## src/rtl/wifi_pkt_pkg.sv

```systemverilog
// wifi_pkt_pkg
//   Shared constants and state encodings for the WiFi bounding-box UART
//   receiver: default sync marker, payload length, and the RX / parser
//   state enums.
package wifi_pkt_pkg;

    localparam logic [7:0] SYNC_BYTE_DEFAULT = 8'hA5;
    localparam int         PAYLOAD_BYTES     = 6;

    typedef enum logic [1:0] {
        PS_HUNT,
        PS_PAYLOAD,
        PS_CHECK
    } parser_state_t;

    typedef enum logic [1:0] {
        RX_IDLE,
        RX_START,
        RX_DATA,
        RX_STOP
    } rx_state_t;

endpackage

```

## src/rtl/uart_rx_8n1.sv

```systemverilog
// uart_rx_8n1
//   8N1 UART byte receiver with a 2-flop input synchroniser. Bits are
//   sampled mid-bit using a down-counter that reloads every bit time.
//
//   Ports
//     clk_clk      in   system clock
//     reset_reset  in   synchronous active-high reset
//     rxd          in   asynchronous serial input, idle high
//     byte_valid   out  1-cycle pulse, byte_data holds a good byte
//     byte_ferr    out  1-cycle pulse, stop bit was 0 (byte dropped)
//     byte_data    out  last assembled byte
//
//   state    | meaning
//   ---------+------------------------------------------------
//   RX_IDLE  | waiting for a falling edge on the synced line
//   RX_START | half a bit in, confirm start bit is still low
//   RX_DATA  | sampling 8 data bits, LSB first
//   RX_STOP  | sampling stop bit, then back to idle
module uart_rx_8n1
    import wifi_pkt_pkg::*;
#(
    parameter int CLKS_PER_BIT = 434
) (
    input  logic       clk_clk,
    input  logic       reset_reset,
    input  logic       rxd,
    output logic       byte_valid,
    output logic       byte_ferr,
    output logic [7:0] byte_data
);

    localparam int              CNT_W     = $clog2(CLKS_PER_BIT);
    localparam logic [CNT_W-1:0] HALF_LOAD = CNT_W'(CLKS_PER_BIT / 2 - 1);
    localparam logic [CNT_W-1:0] BIT_LOAD  = CNT_W'(CLKS_PER_BIT - 1);

    rx_state_t        state;
    logic [CNT_W-1:0] cnt;
    logic [2:0]       bit_idx;
    logic [7:0]       shift;
    logic             rxd_meta;
    logic             rxd_sync;
    logic             rxd_prev;

    assign byte_data = shift;

    always_ff @(posedge clk_clk) begin
        if (reset_reset) begin
            state      <= RX_IDLE;
            cnt        <= '0;
            bit_idx    <= '0;
            shift      <= '0;
            rxd_meta   <= 1'b1;
            rxd_sync   <= 1'b1;
            rxd_prev   <= 1'b1;
            byte_valid <= 1'b0;
            byte_ferr  <= 1'b0;
        end else begin
            rxd_meta   <= rxd;
            rxd_sync   <= rxd_meta;
            rxd_prev   <= rxd_sync;
            byte_valid <= 1'b0;
            byte_ferr  <= 1'b0;

            case (state)
                RX_IDLE: begin
                    // Edge rather than level: after a framing error the line
                    // may still be low and must not retrigger.
                    if (rxd_prev && !rxd_sync) begin
                        state <= RX_START;
                        cnt   <= HALF_LOAD;
                    end
                end
                RX_START: begin
                    if (cnt == '0) begin
                        if (rxd_sync) begin
                            state <= RX_IDLE;
                        end else begin
                            state   <= RX_DATA;
                            cnt     <= BIT_LOAD;
                            bit_idx <= '0;
                        end
                    end else begin
                        cnt <= cnt - 1'b1;
                    end
                end
                RX_DATA: begin
                    if (cnt == '0) begin
                        shift <= {rxd_sync, shift[7:1]};
                        cnt   <= BIT_LOAD;
                        if (bit_idx == 3'd7) begin
                            state <= RX_STOP;
                        end else begin
                            bit_idx <= bit_idx + 1'b1;
                        end
                    end else begin
                        cnt <= cnt - 1'b1;
                    end
                end
                RX_STOP: begin
                    if (cnt == '0) begin
                        byte_valid <= rxd_sync;
                        byte_ferr  <= ~rxd_sync;
                        state      <= RX_IDLE;
                    end else begin
                        cnt <= cnt - 1'b1;
                    end
                end
                default: state <= RX_IDLE;
            endcase
        end
    end

endmodule

```

## src/rtl/wifi_bbox_uart_rx.sv

```systemverilog
// wifi_bbox_uart_rx
//   Receives fixed-length bounding-box packets (sync, 6 payload bytes,
//   XOR checksum) from the WiFi module and holds the last good box.
//
//   Ports
//     clk_clk      in   system clock
//     reset_reset  in   synchronous active-high reset
//     rx_en        in   1 = ready for data (drives uart_rts_n only)
//     uart_rxd     in   serial input, idle high
//     uart_rts_n   out  registered ~rx_en
//     bbox_x/y/w/h out  12-bit fields of the last good packet
//     frame_valid  out  1-cycle pulse when bbox_* update
//     frame_err    out  1-cycle pulse on checksum/framing/timeout error
//     err_count    out  saturating count of frame_err pulses
//
//   state      | meaning
//   -----------+-----------------------------------------------------
//   PS_HUNT    | discarding bytes until the sync marker
//   PS_PAYLOAD | collecting 6 payload bytes, gap timer running
//   PS_CHECK   | waiting for checksum byte, gap timer running
module wifi_bbox_uart_rx
    import wifi_pkt_pkg::*;
#(
    parameter int         CLKS_PER_BIT = 434,
    parameter logic [7:0] SYNC_BYTE    = SYNC_BYTE_DEFAULT,
    parameter int         TIMEOUT_BITS = 20
) (
    input  logic        clk_clk,
    input  logic        reset_reset,
    input  logic        rx_en,
    input  logic        uart_rxd,
    output logic        uart_rts_n,
    output logic [11:0] bbox_x,
    output logic [11:0] bbox_y,
    output logic [11:0] bbox_w,
    output logic [11:0] bbox_h,
    output logic        frame_valid,
    output logic        frame_err,
    output logic [7:0]  err_count
);

    localparam int               TO_CYCLES = TIMEOUT_BITS * CLKS_PER_BIT;
    localparam int               TO_W      = $clog2(TO_CYCLES);
    localparam logic [TO_W-1:0]  TO_LOAD   = TO_W'(TO_CYCLES - 1);
    localparam int               IDX_W     = $clog2(PAYLOAD_BYTES);
    localparam logic [IDX_W-1:0] LAST_IDX  = IDX_W'(PAYLOAD_BYTES - 1);

    logic                         byte_valid;
    logic                         byte_ferr;
    logic [7:0]                   byte_data;

    parser_state_t                pstate;
    logic [8*PAYLOAD_BYTES-1:0]   payload;
    logic [7:0]                   acc;
    logic [IDX_W-1:0]             byte_idx;
    logic [TO_W-1:0]              to_cnt;

    uart_rx_8n1 #(
        .CLKS_PER_BIT (CLKS_PER_BIT)
    ) u_rx (
        .clk_clk     (clk_clk),
        .reset_reset (reset_reset),
        .rxd         (uart_rxd),
        .byte_valid  (byte_valid),
        .byte_ferr   (byte_ferr),
        .byte_data   (byte_data)
    );

    always_ff @(posedge clk_clk) begin
        if (reset_reset) begin
            pstate      <= PS_HUNT;
            payload     <= '0;
            acc         <= '0;
            byte_idx    <= '0;
            to_cnt      <= TO_LOAD;
            bbox_x      <= '0;
            bbox_y      <= '0;
            bbox_w      <= '0;
            bbox_h      <= '0;
            frame_valid <= 1'b0;
            frame_err   <= 1'b0;
            err_count   <= '0;
            uart_rts_n  <= 1'b1;
        end else begin
            uart_rts_n  <= ~rx_en;
            frame_valid <= 1'b0;
            frame_err   <= 1'b0;

            // Counts the pulse issued on the previous cycle.
            if (frame_err && (err_count != 8'hFF)) begin
                err_count <= err_count + 1'b1;
            end

            case (pstate)
                PS_HUNT: begin
                    if (byte_valid && (byte_data == SYNC_BYTE)) begin
                        pstate   <= PS_PAYLOAD;
                        acc      <= '0;
                        byte_idx <= '0;
                        to_cnt   <= TO_LOAD;
                    end else if (byte_ferr) begin
                        frame_err <= 1'b1;
                    end
                end
                PS_PAYLOAD: begin
                    if (byte_valid) begin
                        payload <= {payload[8*PAYLOAD_BYTES-9:0], byte_data};
                        acc     <= acc ^ byte_data;
                        to_cnt  <= TO_LOAD;
                        if (byte_idx == LAST_IDX) begin
                            pstate <= PS_CHECK;
                        end else begin
                            byte_idx <= byte_idx + 1'b1;
                        end
                    end else if (byte_ferr || (to_cnt == '0)) begin
                        frame_err <= 1'b1;
                        pstate    <= PS_HUNT;
                    end else begin
                        to_cnt <= to_cnt - 1'b1;
                    end
                end
                PS_CHECK: begin
                    if (byte_valid) begin
                        if (byte_data == acc) begin
                            bbox_x      <= payload[47:36];
                            bbox_y      <= payload[35:24];
                            bbox_w      <= payload[23:12];
                            bbox_h      <= payload[11:0];
                            frame_valid <= 1'b1;
                        end else begin
                            frame_err <= 1'b1;
                        end
                        pstate <= PS_HUNT;
                    end else if (byte_ferr || (to_cnt == '0)) begin
                        frame_err <= 1'b1;
                        pstate    <= PS_HUNT;
                    end else begin
                        to_cnt <= to_cnt - 1'b1;
                    end
                end
                default: pstate <= PS_HUNT;
            endcase
        end
    end

endmodule

```

## config.mk

```make
export PLATFORM = sky130hd
export DESIGN_NAME = wifi_bbox_uart_rx
export DESIGN_NICKNAME = d
export VERILOG_FILES = /design/src/rtl/wifi_pkt_pkg.sv /design/src/rtl/uart_rx_8n1.sv /design/src/rtl/wifi_bbox_uart_rx.sv
export SDC_FILE = /design/constraint.sdc
export NUM_CORES = 1
export LEC_CHECK = 0
export CAP_MARGIN = 20
export CORE_AREA = 10 10 124 126
export DETAILED_ROUTE_END_ITERATION = 10
export DIE_AREA = 0 0 134 136
export PLACE_DENSITY_LB_ADDON = 0.15
export SETUP_SLACK_MARGIN = 0.5
export SLEW_MARGIN = 20
export SYNTH_ARGS = -nofsm -noshare
export SYNTH_HDL_FRONTEND = slang
export SYNTH_SLANG_ARGS = --single-unit
```

## constraint.sdc

```tcl
create_clock -name clk_clk -period 3.17 [get_ports clk_clk]
set_clock_uncertainty 0.2 [all_clocks]
set_input_delay 0.634 -clock clk_clk [delete_from_list [all_inputs] [get_ports clk_clk]]
set_output_delay 0.634 -clock clk_clk [all_outputs]
set_load 0.01 [all_outputs]
```

==> qor.csv <==
stage,metric,value,unit
outcome,outcome,finished clean,
global_route,antenna_found_initial,0,
clocking,post_cts_buffers,0,
global_route,grt_pass1_wl,26700,um
floorplanning,die_h,136,um
worst_setup_path,rrSetupSlack,0.67,ns
sta,setup_tns,0,ns
floorplanning,placementRows,42,
global_route,grt.overflow.total,0,
logic_synthesis,ys_warn_count,0,
floorplanning,io_pins,63,
logic_synthesis,ys_types,69,
final_layout,nets,873,
sta,finalSetupViolCount,0,
sta,worst_pin_slew,0.816,ns
final_layout,syn2layout_area_growth,18.2,%
clocking,cts_made_buffers,17,
sta,hold_ws,0.226,ns
final_layout,layout-drive-gt1-share,6.94,%
detailed_routing,drtAntennaViolNets,0,
final_layout,final_cell_mix,"dfxtp_1, nand2_1, nor2_1",
placement,gp_congestion,0.869,
sta,relSlewSlack,44.9,%
placement,dp.final_hpwl,10900,um
pwr,leakage,0.00334,uW
detailed_routing,num_vias,5884,
logic_synthesis,ys_async_sr_fraction,0,%
clocking,cts.clk_slew.worst_paths,0.06,ns
detailed_routing,drc,0,
clocking,clockBufferDepth,2,
worst_setup_path,endpoint_kind,flip-flop,
clocking,clock_sink_count,161,
pwr,p_int,3360,uW
logic_synthesis,ys_seq_area_share,46.0,%
worst_hold_path,min_path_type,reg2reg,
worst_setup_path,cp.required,3.33,ns
worst_setup_path,path_class,reg2reg,
sta,drv_slew,0,
floorplanning,die_w,134,um
pwr,p_sw_share,26.0,%
clocking,clk_latency,0.43,ns
sta,fmax,400,MHz
floorplanning,start_util,54.0,%
pwr,pwr-share-comb,11.2,%
detailed_routing,drt_iter0_drc,627,
pwr,p_switching,1180,uW
floorplanning,die-area,18200,um2
logic_synthesis,syn_area_per_cell,8.64,um2
pwr,p_seq_share,46.1,%
worst_setup_path,startpoint,to_cnt[0],
final_layout,insertedDiodeCount,0,
final_layout,final_common_cell,dfxtp_1,
worst_setup_path,crit_arrival,2.66,ns
logic_synthesis,synthFlopType,dfxtp_1,
logic_synthesis,synthCells,811,
worst_setup_path,rr_startpoint,to_cnt[0],
pwr,vdd.ir_drop.worst,0.000323,V
worst_setup_path,r2r_end,to_cnt[10],
clocking,cts_tree,built,
detailed_routing,drt-pass1-iter-count,5,
detailed_routing,drt-total-wl,15900,um
placement,io_buffer_count,62,
clocking,htree_levels,4,
sta,hold_viol,0,
logic_synthesis,synth_seq_cells,161,
logic_synthesis,synth_edf_count,0,
flow_run,cap_viol_max_count,0,
detailed_routing,wl_per_cell,15.3,um
clocking,root_buffer,clkbuf_16,
sta,layout_min_cycle_time,2.50,ns
logic_synthesis,synth.cell_area,7010,um2
detailed_routing,via_per_inst,5.66,
final_layout,n_fill_cell,1103,
global_route,grt_max_degree,59,
pwr,p_clk_share,42.7,%
worst_setup_path,setup.worst_path.end,to_cnt[10],
sta,rsz0062_at_grt,no,
worst_setup_path,r2r_cells,7,
worst_setup_path,critPathMaxFanout,3,
pwr,powerDensity,549,nW/um2
logic_synthesis,syn-num-nets,831,
global_route,gr-usage-all-layers,17.4,%
floorplanning,core_area,13000,um2
global_route,grt_pass1_vias,5561,
worst_setup_path,start_kind,flip-flop,
sta,fin_crit_sh,78.8,%
-- worst max-delay path, stage by stage (launching register included) --
cell and delay [ns]:
dfxtp_1 0.33, inv_1 0.09, ha_1 0.19, or3b_1 0.39, nor4_1 0.43, nand2_1 0.14, or4b_1 0.53, a21oi_1 0.15
-- Yosys cell counts (3+ instances only) --
library cell	count	area share, %
or3_1	12	1.1
o32a_1	4	0.57
a21oi_1	82	5.9
nor2b_1	5	0.45
xor2_1	12	1.5
o21ai_0	12	0.86
or2_2	5	0.45
or4_1	4	0.43
nor2_1	97	5.2
clkbuf_1	35	1.9
nor4_1	8	0.71
nor3b_1	3	0.32
buf_2	8	0.57
a31oi_1	10	0.89
a21o_1	6	0.64
ha_1	16	2.9
nand3_1	10	0.71
dfxtp_1	161	46
o31ai_1	4	0.43
and2_1	6	0.54
mux2i_1	63	9.0
nand4_1	4	0.36
o211ai_1	3	0.32
nand2b_1	6	0.54
nand2_1	126	6.7
nor3_1	12	0.86
o32ai_1	8	1.0
inv_1	32	1.7
nand3b_1	4	0.43
a31o_2	3	0.37
-- layout make-up --
cell class | count | area [um2] | share of cell area (%)
Tap cell | 176 | 220 | 2.66
Clock inverter | 10 | 105 | 1.27
Timing Repair Buffer | 69 | 671 | 8.09
Sequential cell | 161 | 3220 | 38.9
Clock buffer | 20 | 457 | 5.51
Inverter | 32 | 120 | 1.45
Multi-Input combinational cell | 572 | 3490 | 42.1
-- per-layer routing --
metal / part of all wire (%) / track usage [%]
met5: 0 / 0
met4: 1.4 / 6.17
met3: 5.7 / 5.02
met2: 49 / 28.8
met1: 44 / 21.2
-- flip-flops by register name (all words and copies together), names as in the netlist, 9 cells and up, named ones only --
| name | flops |
|---|---|
| bbox_x | 12 |
| bbox_w | 12 |
| u_rx.cnt | 9 |
| to_cnt | 14 |
| bbox_y | 12 |
| payload | 48 |
| bbox_h | 12 |
-- stage by stage --
stage / std cells / setup slack, ns / instance area, um2 / power, uW / utilization [%]
finish: 1040 / 0.672 / 8290 / 4550 / 63.8
global route: 1040 / 0.503 / 8290 / 4700 / 63.8
floorplan: 811 / 0.909 / 7010 / 2530 / -
global placement: 1010 / 0.675 / 7710 / 2620 / 59.4
detailed placement: 1010 / 0.551 / 7710 / 2630 / 59.4
CTS: 1040 / 0.516 / 8270 / 4560 / 63.7
-- power by group through the flow --
stage / logic [uW] / clock network [uW] / registers (uW)
global route: 564 / 2040 / 2100
finish: 510 / 1940 / 2100
detailed placement: 495 / 0 / 2140
floorplan: 402 / 0 / 2130
global placement: 483 / 0 / 2140
CTS: 498 / 1970 / 2090
-- worst min-delay path by stage --
| stage | start | depth (start not counted) | slack [ns] | endpoint |
|---|---|---|---|---|
| 3_3_place_gp | u_rx.rxd_meta | 1 | 0.21 | u_rx.rxd_sync |
| 6_report | u_rx.rxd_meta | 1 | 0.23 | u_rx.rxd_sync |
| 3_5_place_dp | u_rx.rxd_meta | 1 | 0.21 | u_rx.rxd_sync |
| 5_1_grt | u_rx.rxd_meta | 1 | 0.26 | u_rx.rxd_sync |
| 4_1_cts | u_rx.rxd_meta | 1 | 0.23 | u_rx.rxd_sync |
| 2_1_floorplan | u_rx.rxd_meta | 1 | 0.19 | u_rx.rxd_sync |
-- cells by family after synthesis --
| family | count (synthesis) | synth area share, % |
|---|---|---|
| compound gates | 158 | 14.2 |
| fa+ha+maj | 16 | 2.86 |
| xor+xnor | 14 | 1.75 |
| simple gates | 320 | 21.6 |
| mux | 64 | 9.16 |
| flops | 161 | 46.0 |
| buf+inv | 78 | 4.43 |
-- what timing repair did --
| item | in CTS | in global routing |
|---|---|---|
| setup endpoints to repair | 0 | 48 |
| hold buffers | 0 | 0 |
| resized for setup | 0 | 4 |
Power figures use the tool's default switching activity.
